### config.mk
export PLATFORM = sky130hd
export DESIGN_NAME = ct_f_spsram_256x84_ctrl
export DESIGN_NICKNAME = d
export VERILOG_FILES = /design/src/rtl/ct_f_spsram_256x84_ctrl.sv
export SDC_FILE = /design/constraint.sdc
export NUM_CORES = 1
export LEC_CHECK = 0
export CAP_MARGIN = 20
export CORE_AREA = 3 3 205 207
export CTS_BUF_LIST = sky130_fd_sc_hd__clkbuf_4
export DETAILED_ROUTE_END_ITERATION = 6
export DIE_AREA = 0 0 208 210
export DONT_BUFFER_PORTS = 1
export GPL_ROUTABILITY_DRIVEN = 0
export GPL_TIMING_DRIVEN = 0
export PLACE_DENSITY = 0.34
export SLEW_MARGIN = 0
export SYNTH_ARGS = -nofsm -noshare
export SYNTH_HDL_FRONTEND = slang
export SYNTH_SLANG_ARGS = --single-unit
### constraint.sdc
create_clock -name CLK -period 1.7 [get_ports CLK]
set_input_delay 0.255 -clock CLK [delete_from_list [all_inputs] [get_ports CLK]]
set_output_delay 0.255 -clock CLK [all_outputs]
set_load 0.02 [all_outputs]
### src/rtl/ct_f_spsram_256x84_ctrl.sv
// 256x84 single-port SRAM controller: valid/ready requests, 1-cycle reads, response hold buffer.
// Optional power-up clear sweep enabled by defining CT_F_SPSRAM_INIT_EN.
module ct_f_spsram_256x84_ctrl (
    input  logic        CLK,
    input  logic        RST,
    input  logic        req_vld,
    input  logic        req_wr,
    input  logic [7:0]  req_addr,
    input  logic [83:0] req_wdata,
    input  logic [83:0] req_wmask,
    output logic        req_rdy,
    output logic        rsp_vld,
    output logic [83:0] rsp_data,
    input  logic        rsp_rdy,
    output logic        init_done,
    output logic [7:0]  sram_a,
    output logic        sram_cen,
    output logic        sram_gwen,
    output logic [83:0] sram_wen,
    output logic [83:0] sram_d,
    input  logic [83:0] sram_q
);

    logic        run;
    logic        stall;
    logic        acc;
    logic        acc_rd;
    logic        rsp_vld_q;
    logic        hold_vld_q;
    logic [83:0] hold_q;

`ifdef CT_F_SPSRAM_INIT_EN
    typedef enum logic {S_INIT, S_RUN} state_t;
    state_t     state;
    logic [7:0] cnt;

    always_ff @(posedge CLK) begin
        if (RST) begin
            state <= S_INIT;
            cnt   <= '0;
        end else if (state == S_INIT) begin
            cnt <= cnt + 8'd1;
            if (cnt == 8'hFF) state <= S_RUN;
        end
    end

    assign run = (state == S_RUN);
`else
    assign run = 1'b1;
`endif

    // Outputs are gated by RST so the reset values hold for the whole reset cycle.
    assign stall     = rsp_vld_q & ~rsp_rdy;
    assign req_rdy   = ~RST & run & ~stall;
    assign acc       = req_vld & req_rdy;
    assign acc_rd    = acc & ~req_wr;
    assign init_done = run & ~RST;
    assign rsp_vld   = rsp_vld_q & ~RST;

    always_comb begin
        rsp_data = '0;
        if (rsp_vld) rsp_data = hold_vld_q ? hold_q : sram_q;
    end

    // First stalled cycle captures the bypass data; later cycles replay it.
    always_ff @(posedge CLK) begin
        if (RST) begin
            rsp_vld_q  <= 1'b0;
            hold_vld_q <= 1'b0;
            hold_q     <= '0;
        end else if (acc_rd) begin
            rsp_vld_q  <= 1'b1;
            hold_vld_q <= 1'b0;
        end else if (stall) begin
            if (!hold_vld_q) begin
                hold_q     <= sram_q;
                hold_vld_q <= 1'b1;
            end
        end else begin
            rsp_vld_q  <= 1'b0;
            hold_vld_q <= 1'b0;
        end
    end

    always_comb begin
        sram_cen  = 1'b1;
        sram_gwen = 1'b1;
        sram_wen  = '1;
        sram_a    = '0;
        sram_d    = '0;
`ifdef CT_F_SPSRAM_INIT_EN
        if (!RST && !run) begin
            sram_cen  = 1'b0;
            sram_gwen = 1'b0;
            sram_wen  = '0;
            sram_a    = cnt;
        end
`endif
        if (acc) begin
            sram_cen = 1'b0;
            sram_a   = req_addr;
            if (req_wr) begin
                sram_gwen = 1'b0;
                sram_wen  = ~req_wmask;
                sram_d    = req_wdata;
            end
        end
    end

endmodule

## Yosys cells after proc, flatten, opt, wreduce, memory -nomap -nowiden

Cells that the tools add are included.

| cells by class | value |
|---|---|
| equality and inequality tests | 1 |
| multiplexer cells | 13 |
| bitwise operators | 11 |
| reduce and logical (&&, ||, !) cells | 2 |

Operator list:

| kind | number |
|---|---|
| $mux W84 | 6 |
| $not A84 Y84 | 1 |
| $mux W8 | 1 |
| $mux W1 | 6 |
| $and A1 B1 Y1 | 5 |
| $not A1 Y1 | 5 |
| $ne A2 B1 Y1 const B | 1 |
| $reduce_and A2 Y1 | 1 |
| $reduce_or A2 Y1 | 1 |

| storage, ports and cells | value |
|---|---|
| flip-flop bits (word level) | 86 |
| input bits | 265 |
| output and inout port bits | 265 |
| word-level logic and storage cells | 30 |

## Depth between registers and ports, before layout

Gate-level depths: netlist of the first run.

| logic depth | value |
|---|---|
| depth in word-level cells | 8 |
| gate-level depth with buffers | 7 |

## Least setup slack after synthesis of the first run

Ideal clock, no wire load.

| timing | value |
|---|---|
| kind | input port to output port |
| start point | in RST |
| end point | out rsp_data[75] |
| arrival | 1288 ps |
| setup slack | 157 ps |
| stages on the path | 6 |
| path buffers | 4 |
| cell sequence | buf_2 -> nand2b_1 -> clkbuf_1 -> buf_2 -> buf_2 -> nor2_1 |

| between the ends | value |
|---|---|
| cells in the longest elaborated chain, start to end | 3 |

RTL lines:

| item | line | source |
|---|---|---|
| start: declaration | 5 | `input logic RST,` |
| $not A1 Y1 | 58 | `assign rsp_vld = rsp_vld_q & ~RST;` |
| $and A1 B1 Y1 | 58 |  |
| $mux W84 | 62 | `if (rsp_vld) rsp_data = hold_vld_q ? hold_q : sram_q;` |
| end: declaration | 13 | `output logic [83:0] rsp_data,` |

No other way between the ends.

## Worst setup path after layout of the first run

| timing | value |
|---|---|
| start point | reg rsp_vld_q |
| end point | out sram_d[45] |

| between the ends | value |
|---|---|
| cells in the longest elaborated chain, start to end | 5 |

RTL lines:

| item | line | source |
|---|---|---|
| start: declaration | 28 | `logic rsp_vld_q;` |
| start signal: assignment | 68 | `rsp_vld_q <= 1'b0;` |
| start signal: assignment | 72 | `rsp_vld_q <= 1'b1;` |
| start signal: assignment | 80 | `rsp_vld_q <= 1'b0;` |
| $and A1 B1 Y1 | 53 | `assign stall = rsp_vld_q & ~rsp_rdy;` |
| $not A1 Y1 | 54 | `assign req_rdy = ~RST & run & ~stall;` |
| $and A1 B1 Y1 | 54 |  |
| $and A1 B1 Y1 | 55 | `assign acc = req_vld & req_rdy;` |
| $mux W84 | 99 | `if (acc) begin` |
| end: declaration | 20 | `output logic [83:0] sram_d,` |

No other way between the ends.

==> summary.txt, run 1 <==
Status
  • Status: finished with violations
  • Violated checks: negative setup slack

Timing
  • Max-slew violations: 0
  • Setup ws final: -463 ps
  • Worst hold slack: 290 ps
  • Clock Skew: about 45 ps
  • Fmax: between 0.4 and 0.5 GHz
  • Unrepaired setup endpoints after global routing: true
  • Final hold vios: 0
  • Final worst path period share: 1.27
  • Max-slew headroom: 0.488
  • Final setup viols: between 200 and 300
  • Actual slew at the worst max-slew pin: ~770 ps
  • Fin crit period: roughly 2200 ps

Die
  • Die Y: 210 µm
  • Die ar.: 43700 µm²
  • DIE WIDTH: 208 µm
  • Ports placed on the boundary: 530
  • Initial core utilization: 0.165
  • Core area: slightly above 40000 µm²
  • Core Rows: 74

Worst hold path
  • Worst Hold Class: input port to flop

Setup path
  • Crit path DAT: 1910 ps
  • Top delay family on crit path: buffers and inverters
  • Required @ worst endpoint: 1440 ps
  • Max stage delay cell, worst path: dfxtp_4
  • Maximum net fanout on the critical path: 5
  • CP Capture Type: output port
  • CP max stage delay: between 300 and 400 ps
  • Crit path buffers/inverters: 5
  • Worst Setup Start Kind: flop
  • CP dominant cell by count: buf_12
  • Crit Path Category: flop to output port
  • Sequence of cells on the critical path: nand2b_4, buf_12, buf_8, buf_12, buf_12, clkbuf_16, and4_4

Global route
  • Vias in the first global route: 7204
  • Initial antenna violation count: 5
  • Overall routing resource usage: 0.189
  • Largest net degree at the start of global routing: 14
  • GRT Residual Overflow: 0
  • Global-route wire length before repair: 59000 µm

Synth
  • Synth Instances: 801
  • Post-synthesis sequential area ratio: 0.258
  • Post-Syn Area: 6680 µm²
  • Avg Cell Area, Syn: 8.34 µm²
  • Syn_nets: 1066
  • Synth warnings: 0
  • Register bit total from synthesis: 86
  • Synth unique cells: 19

Layout
  • Synthesis-to-layout area growth: 74.1%
  • Non-Filler Instances: approximately 1500
  • Nets: about 1200
  • Share of cells above drive strength 1: 0.424
  • Commonest non-fill, non-tap cell in the layout: nand2b_1
  • Fin area: 11600 µm²
  • Most frequent cells in the layout: nand2b_1, mux2i_1, dlygate4sd3_1
  • Fill count: 4260

Route
  • Antenna-violating nets left: 0
  • Initial drt markers: 371
  • Drt wl/cell: 29.6 µm
  • First-pass detailed-route iteration total: 5
  • Total wire length: 44400 µm
  • DRC violations left: 0
  • DR vias/cell: 4.80
  • Vias: a little over 7000

Power and ir drop
  • P_leak: roughly 3.6 nW
  • Pwr/cell area: 443 nW/µm²
  • VDD IR-drop max: 0.000319 V

Placement
  • Cells after DPL: 1333
  • Hpwl dp: 33300 µm
  • IO buf count: 0
  • Pre-CTS WS: -654 ps
  • Post-DP Area: 7350 µm²

Clock network
  • CTS max path bufs: 2
  • CTS root buffer: clkbuf_4
  • CTS tree: done
  • H-Tree Depth: 3
  • CTS Buf Count: 9
  • Clock Pin Slew Worst Setup and Hold Paths: 190 ps
  • Clock Latency Late Sink: 550 ps
  • Num Clock Sinks: 86

Run
  • Max_cap viols: 0
-- power by group --
group / switching [mW] / internal [mW] / leakage [nW]
Combinational: 1.02 / 0.869 / 2.89
Clock: 0.864 / 0.273 / 0.0511
Sequential: 0.0539 / 2.07 / 0.698
Total: 1.94 / 3.21 / 3.64
-- cells by family (layout without fill, tap and decap cells) --
group / count (synthesis) / count (layout) / share of synthesized area
AO/OA/AOI/OAI: 1 / 1 / 0.000748
buffers and inverters: 109 / 270 / 0.0807
flip-flops: 86 / 86 / 0.258
multiplexers: 168 / 168 / 0.252
other: 0 / 7 / 0
AND/OR/NAND/NOR: 437 / 437 / 0.409
-- final timing paths --
kind                            startpoint          to  slack (ps)  cells past startpoint
worst max-delay path             rsp_vld_q  sram_d[45]        -460                      7
worst min-delay path               rsp_rdy  hold_q[73]         290                      4
worst max register to register  hold_vld_q  hold_q[46]         130                      6
worst min register to register  hold_q[32]  hold_q[32]         480                      2
-- through the flow --
step                      utilization  power, mW  TNS, ps
after floorplan                     -       2.95        0
after CTS                       0.254       4.99  -131700
after global routing            0.287       5.42  -121470
after detailed placement        0.181       3.25   -89730
after global placement          0.181       3.25   -90930
final                           0.287       5.15   -85180
-- area by class of cell --
| cell class | count | area, µm² | share of cell area |
|---|---|---|---|
| antenna | 7 | 17.5 | 0.00151 |
| buffer | 101 | 970 | 0.0834 |
| clock buffer | 9 | 67.6 | 0.00581 |
| clock inverter | 5 | 28.8 | 0.00247 |
| inverter | 2 | 10.0 | 0.000860 |
| multi-input combinational | 606 | 6230 | 0.536 |
| sequential | 86 | 1730 | 0.149 |
| tap | 532 | 666 | 0.0572 |
| timing repair buffer | 153 | 1910 | 0.164 |
-- layer usage --
layer,routed length [µm],part of all wire,vias to the layer above,GRT usage
li1,-,-,3197,-
met1,17800,0.40,3556,0.228
met2,20400,0.46,402,0.297
met3,4990,0.11,43,0.0947
met4,1110,0.025,0,0.0563
met5,0,0,-,0
-- worst register-to-register path, stage by stage (launching register included) --
cell,delay [ps]
dfxtp_4,410
buf_4,140
nor3b_4,150
buf_4,170
buf_2,200
buf_6,210
mux2i_1,200
-- cells in the mapped netlist --
cell      instances  area share
a21oi_1           1     0.00075
and2_1            1     0.00094
and3_1            8      0.0075
and4_1           84        0.11
buf_1             1     0.00056
buf_2            35       0.026
buf_4             9       0.010
buf_6             7       0.012
clkbuf_1         55       0.031
dfxtp_1          86        0.26
inv_2             2      0.0011
mux2i_1         168        0.25
nand2_1           1     0.00056
nand2b_1        171        0.16
nand3_1           1     0.00075
nand4_1          84       0.079
nor2_1           85       0.048
nor2b_1           1     0.00094
nor3b_2           1      0.0019
-- what timing repair did --
| action | 4_1_cts | 5_1_grt |
|---|---|---|
| endpoints found under the hold margin | 86 | 0 |
| buffers inserted | 29 | 20 |
| hold buffers | 86 | 0 |
| gates cloned | 15 | 10 |
| resized for setup | 461 | 264 |
| setup endpoints to repair | 264 | 325 |
| pin swaps | 170 | 94 |
-- state kept, by name, indices dropped and copies added (netlist names) --
| name | count |
|---|---|
| hold_q | 84 |
| hold_vld_q | 1 |
| rsp_vld_q | 1 |
No activity file was read; power rests on OpenSTA's default activity.
==> run 2: changes to the inputs <==
SETUP_SLACK_MARGIN = 0.1   (was default)
==> run 2 against run 1 <==
Against the previous run: maximum frequency shrank 0.81%; design area shrank 2.2%; global-route usage is essentially flat; wire length shrank 0.58%; clock skew shrank 5.6 ps; hold slack lost 220 ps; critical path type unchanged; utilization shrank 0.64 points; critical endpoint is now sram_wen[5]; largest power group unchanged; highest routed layer unchanged; first-iteration DRC count grew 11%; the run still ends with negative setup slack left.
==> summary.txt, run 2 (synthesis gave the netlist of run 1 again) <==
Status
  • Status: finished with violations
  • Violated checks: negative setup slack

Global route
  • Global-route wire length before repair: around 60000 µm
  • GRT Residual Overflow: 0
  • Initial antenna violation count: 7
  • Vias in the first global route: 7271
  • Overall routing resource usage: 0.189
  • Largest net degree at the start of global routing: 14

Die
  • Ports placed on the boundary: 530
  • Die Y: 210 µm
  • DIE WIDTH: 208 µm
  • Die ar.: 43700 µm²
  • Core Rows: 74
  • Initial core utilization: 0.165
  • Core area: 40600 µm²

Clock network
  • CTS root buffer: clkbuf_4
  • CTS tree: done
  • Clock Latency Late Sink: 540 ps
  • CTS Buf Count: 9
  • H-Tree Depth: 3
  • Num Clock Sinks: 86
  • Clock Pin Slew Worst Setup and Hold Paths: 180 ps
  • CTS max path bufs: 2

Power and ir drop
  • Int Pwr: 3.18 mW
  • P_leak: 3.71 nW
  • Sw power: 1.91 mW
  • Switching Fraction: 0.375
  • Clock group share of total power: 0.221
  • VDD IR-drop max: 0.000308 V
  • Power, Total: 5.09 mW
  • Sequential share of power: 0.416
  • Comb pwr share: 0.363
  • Pwr/cell area: 448 nW/µm²

Route
  • First-pass detailed-route iteration total: 4
  • DR vias/cell: approximately 4.8
  • Total wire length: 44100 µm
  • Initial drt markers: 412
  • DRC violations left: 0
  • Drt wl/cell: 29.3 µm
  • Vias: 7172
  • Antenna-violating nets left: 0

Setup path
  • Max stage delay cell, worst path: nand4_1
  • Crit Path Category: flop to output port
  • Required @ worst endpoint: between 1000 and 1500 ps
  • CP max stage delay: 450 ps
  • CP startpoint: rsp_vld_q
  • Crit path DAT: 1930 ps
  • Worst Setup Start Kind: flop
  • R2R Setup Slk: roughly 10 ps
  • Sequence of cells on the critical path: nand2b_4, buf_8, buf_8, buf_6, buf_4, nand4_1
  • Maximum net fanout on the critical path: 7
  • CP Capture Type: output port
  • Reg2Reg Launch Point: hold_vld_q
  • CP dominant cell by count: buf_8

Layout
  • Most flops, register: hold_q
  • Area taken by flip-flops and latches: 1730 µm²
  • Nets: approximately 1200
  • Max FFs per register: 84
  • Biggest regs: hold_q (84), hold_vld_q (1), rsp_vld_q (1)
  • Multi-input gate area: 5890 µm²
  • Commonest non-fill, non-tap cell in the layout: nand2b_1
  • Most frequent cells in the layout: nand2b_1, mux2i_1, dlygate4sd3_1
  • Synthesis-to-layout area growth: 70.2%
  • Fill count: 4281
  • Share of cells above drive strength 1: 0.430

Timing
  • Fin crit period: 2180 ps
  • Max-slew violations: 0
  • Final worst path period share: 1.28
  • Fmax: approximately 0.46 GHz
  • Worst hold slack: 68.7 ps
  • Unrepaired setup endpoints after global routing: true
  • Setup_tns: -89300 ps
  • Clock Skew: 39.2 ps
  • Max-slew headroom: 0.489
  • Final hold vios: 0
  • Setup ws final: -481 ps
  • Actual slew at the worst max-slew pin: about 770 ps
  • Final setup viols: 264

Worst hold path
  • Hold path start: rsp_rdy
  • Worst Hold Class: input port to flop

Run
  • Max_cap viols: 0

Placement
  • Hpwl dp: 33300 µm
  • IO buf count: 0
## run 2: cell types whose count changed in the layout (fill, tap and decap cells not counted), sizes merged
cell	change
clkbuf	+2
bufbuf	-1
diode	+1
buf	+3
## run 2: final cells by class
class,count,share of cell area
Multi-Input combinational cell,606,0.518
Timing Repair Buffer,154,0.169
Sequential cell,86,0.152
Buffer,104,0.0917
Tap cell,532,0.0585
Clock buffer,9,0.00594
Clock inverter,5,0.00253
Antenna cell,8,0.00176
Inverter,2,0.00110
## run 2: per-layer routing
layer / vias up / wire length [µm] / track usage
met5: - / 0 / 0
met4: 0 / 1600 / 0.0691
met2: 379 / 20200 / 0.296
met3: 59 / 4810 / 0.0917
met1: 3540 / 17500 / 0.225
li1: 3194 / - / -
## run 2: final timing paths
check	to	cells past startpoint
max reg2reg	hold_q[1]	6
min	hold_q[74]	3
max	sram_wen[5]	6
min reg2reg	hold_q[25]	2
## run 2: through the flow
step / utilization / instances / setup WS, ps / instance area, µm²
after global placement: 0.181 / 1333 / -639 / 7350
after detailed placement: 0.181 / 1333 / -654 / 7350
after global routing: 0.280 / 1505 / -630 / 11400
final: 0.280 / 1506 / -481 / 11400
after floorplan: - / 801 / 157 / 6680
after CTS: 0.261 / 1477 / -633 / 10600
## run 2: power groups by stage
| stage | registers [mW] | logic (mW) | clock network (mW) |
|---|---|---|---|
| finish | 2.12 | 1.85 | 1.13 |
| global route | 2.13 | 1.96 | 1.28 |
| CTS | 2.11 | 1.70 | 1.23 |
| detailed placement | 2.15 | 1.11 | 0 |
| global placement | 2.15 | 1.11 | 0 |
| floorplan | 2.14 | 0.813 | 0 |
## run 2: repair_timing
action	CTS	global route
hold buffers	86	0
gates cloned	16	9
pin swaps	172	97
buffers inserted	28	24
gates resized for setup	523	167
setup endpoints to repair	326	347
hold endpoints to repair	86	0
## run 2: critical path, delay by kind of cell, from the launching register on
family	cells	cell delay (ps)
DFF	1	390
buffers and inverters	4	500
and+or+nand+nor	2	520
==> run 3: changes to the inputs <==
CORE_AREA = 8 8 199 201   (was 3 3 205 207)
DIE_AREA = 0 0 207 209   (was 0 0 208 210)
HOLD_SLACK_MARGIN = 0.05   (was default)
PLACE_DENSITY = 0.36   (was 0.34)
==> run 3 against run 2 <==
Against the previous run: the flow still finishes with violations (negative setup slack); largest power group unchanged; setup slack got worse by 110 ps; via count up 3.6%; clock power is 4% higher; combinational power is 7% higher; sequential cell count is the same; critical endpoint is now sram_wen[65]; sequential share of layout area fell by 0.60 points; register-to-register slack worse by 160 ps; critical path type unchanged; highest routed layer is now met5.
==> summary.txt, run 3 (synthesis gave the netlist of run 1 again) <==
Layout
  • Most flops, register: hold_q
  • Non-Filler Instances: 1468
  • Share of cells above drive strength 1: 0.434
  • Biggest regs: hold_q (84), hold_vld_q (1), rsp_vld_q (1)
  • Max FFs per register: 84
  • Nets: 1261
  • Final core utilization: 0.326
  • Synthesis-to-layout area growth: 77.2%
  • Most frequent cells in the layout: nand2b_1, mux2i_1, dlygate4sd3_1
  • Diodes inserted: 0
  • Commonest non-fill, non-tap cell in the layout: nand2b_1

Global route
  • Initial antenna violation count: 2
  • Overall routing resource usage: 0.203
  • Vias in the first global route: 7692
  • GRT Residual Overflow: 0
  • Global-route wire length before repair: 63900 µm
  • Largest net degree at the start of global routing: 15

Route
  • Drt wl/cell: 32.4 µm
  • First-pass detailed-route iteration total: 5
  • Antenna-violating nets left: 0
  • Vias: roughly 7400
  • DRC violations left: 0
  • Total wire length: 47500 µm
  • DR vias/cell: 5.06
  • Initial drt markers: around 460

Worst hold path
  • Worst Hold Class: input port to flop
  • Hold path start: rsp_rdy
  • Hold EP: hold_q[66]
  • Hold Path Cell Cnt: 4

Timing
  • Fmax: 0.437 GHz
  • Unrepaired setup endpoints after global routing: true
  • Clock Skew: about 34 ps
  • Max-slew violations: 0
  • Final setup viols: 338
  • Final worst path period share: 1.35
  • Actual slew at the worst max-slew pin: 849 ps
  • Fin crit period: 2290 ps
  • Max-slew headroom: 0.432
  • Setup ws final: -590 ps
  • Final hold vios: 0

Setup path
  • Reg2reg end: hold_q[53]
  • R2R Setup Slk: -150 ps
  • CP Capture Type: output port
  • Crit Path Category: flop to output port
  • Max stage delay cell, worst path: nand4_1
  • Sequence of cells on the critical path: nand2b_4, buf_6, buf_12, buf_4, clkbuf_8, nand4_1
  • Reg2Reg Launch Point: hold_vld_q
  • Reg2Reg Depth: 10
  • Maximum net fanout on the critical path: 5
  • Required @ worst endpoint: 1440 ps
  • Worst Setup Start Kind: flop
  • Crit path DAT: 2030 ps
  • CP max stage delay: approximately 560 ps

Placement
  • Hpwl dp: 35200 µm
  • Pre-CTS WS: -684 ps
  • IO buf count: 0
  • Cells after DPL: approximately 1300

Clock network
  • Num Clock Sinks: 86
  • Clock Latency Late Sink: 510 ps
  • CTS max path bufs: 2
  • Clock Pin Slew Worst Setup and Hold Paths: approximately 180 ps
  • CTS Buf Count: 9
  • H-Tree Depth: 3
  • CTS tree: done
  • CTS root buffer: clkbuf_4

Die
  • Ports placed on the boundary: 530
  • Core area: 36300 µm²
  • Core Rows: 70
  • Die Y: ~210 µm
  • Initial core utilization: 0.184
  • DIE WIDTH: 207 µm
  • Die ar.: 43300 µm²

Power and ir drop
  • Pwr/cell area: 446 nW/µm²
  • VDD IR-drop max: between 0.0002 and 0.0003 V
  • P_leak: roughly 4.0 nW

Status
  • Violated checks: negative setup slack
  • Status: finished with violations

Run
  • Max_cap viols: 0
==> run 3: timing repair <==
action                     4_1_cts  5_1_grt
setup endpoints to repair      328      346
pin swaps                      217       82
cloned                          25       12
buffers inserted                54       29
hold buffers                    86        0
resized for setup              605      128
hold endpoints to repair        86        0
==> run 3: layer usage <==
layer	GRT usage	wire, µm	share of wire
met2	0.328	21700	0.46
met3	0.0787	4440	0.094
met1	0.239	19100	0.40
met5	0	13	0.00027
met4	0.0845	2330	0.049
==> run 3: area by class of cell <==
class                           instances  area (µm²)
Fill cell                            3708       24400
Clock buffer                           10        75.1
Multi-Input combinational cell        606        5740
Tap cell                              468         586
Clock inverter                          5        36.3
Buffer                                100        1030
Sequential cell                        86        1730
Timing Repair Buffer                  191        2620
Inverter                                2        20.0
==> run 3: worst max path at each step <==
| stage | start | endpoint | slack (ps) | depth (start not counted) |
|---|---|---|---|---|
| 2_1_floorplan | RST | rsp_data[75] | 160 | 6 |
| 3_3_place_gp | req_wr | sram_wen[9] | -660 | 4 |
| 3_5_place_dp | req_wr | sram_wen[9] | -680 | 4 |
| 4_1_cts | rsp_vld_q | sram_wen[9] | -690 | 5 |
| 5_1_grt | rsp_vld_q | sram_wen[4] | -650 | 5 |
| 6_report | rsp_vld_q | sram_wen[65] | -590 | 6 |
==> run 3: worst max-delay path, delay by kind of cell (launching register included) <==
kind                   cells  cell delay [ps]
AND/OR/NAND/NOR            2              620
buffers and inverters      4              490
flip-flops                 1              400
==> run 3: power by group <==
part / leakage (nW) / total, mW / internal (mW) / switching [mW]
Sequential: 0.698 / 2.12 / 2.07 / 0.0428
Clock: 0.0549 / 1.18 / 0.311 / 0.870
Combinational: 3.27 / 1.98 / 0.917 / 1.07
Total: 4.02 / 5.28 / 3.30 / 1.98
==> run 3: stage by stage <==
| step | setup TNS, ps | power, mW | area (µm²) | hold slack, ps |
|---|---|---|---|---|
| 3_5_place_dp | -86850 | 3.26 | 7270 | 332 |
| 3_3_place_gp | -87060 | 3.26 | 7270 | 330 |
| 5_1_grt | -144240 | 5.54 | 11800 | 146 |
| 4_1_cts | -127520 | 5.26 | 11200 | 148 |
| 2_1_floorplan | 0 | 2.95 | 6680 | 327 |
| 6_report | -109390 | 5.28 | 11800 | 194 |
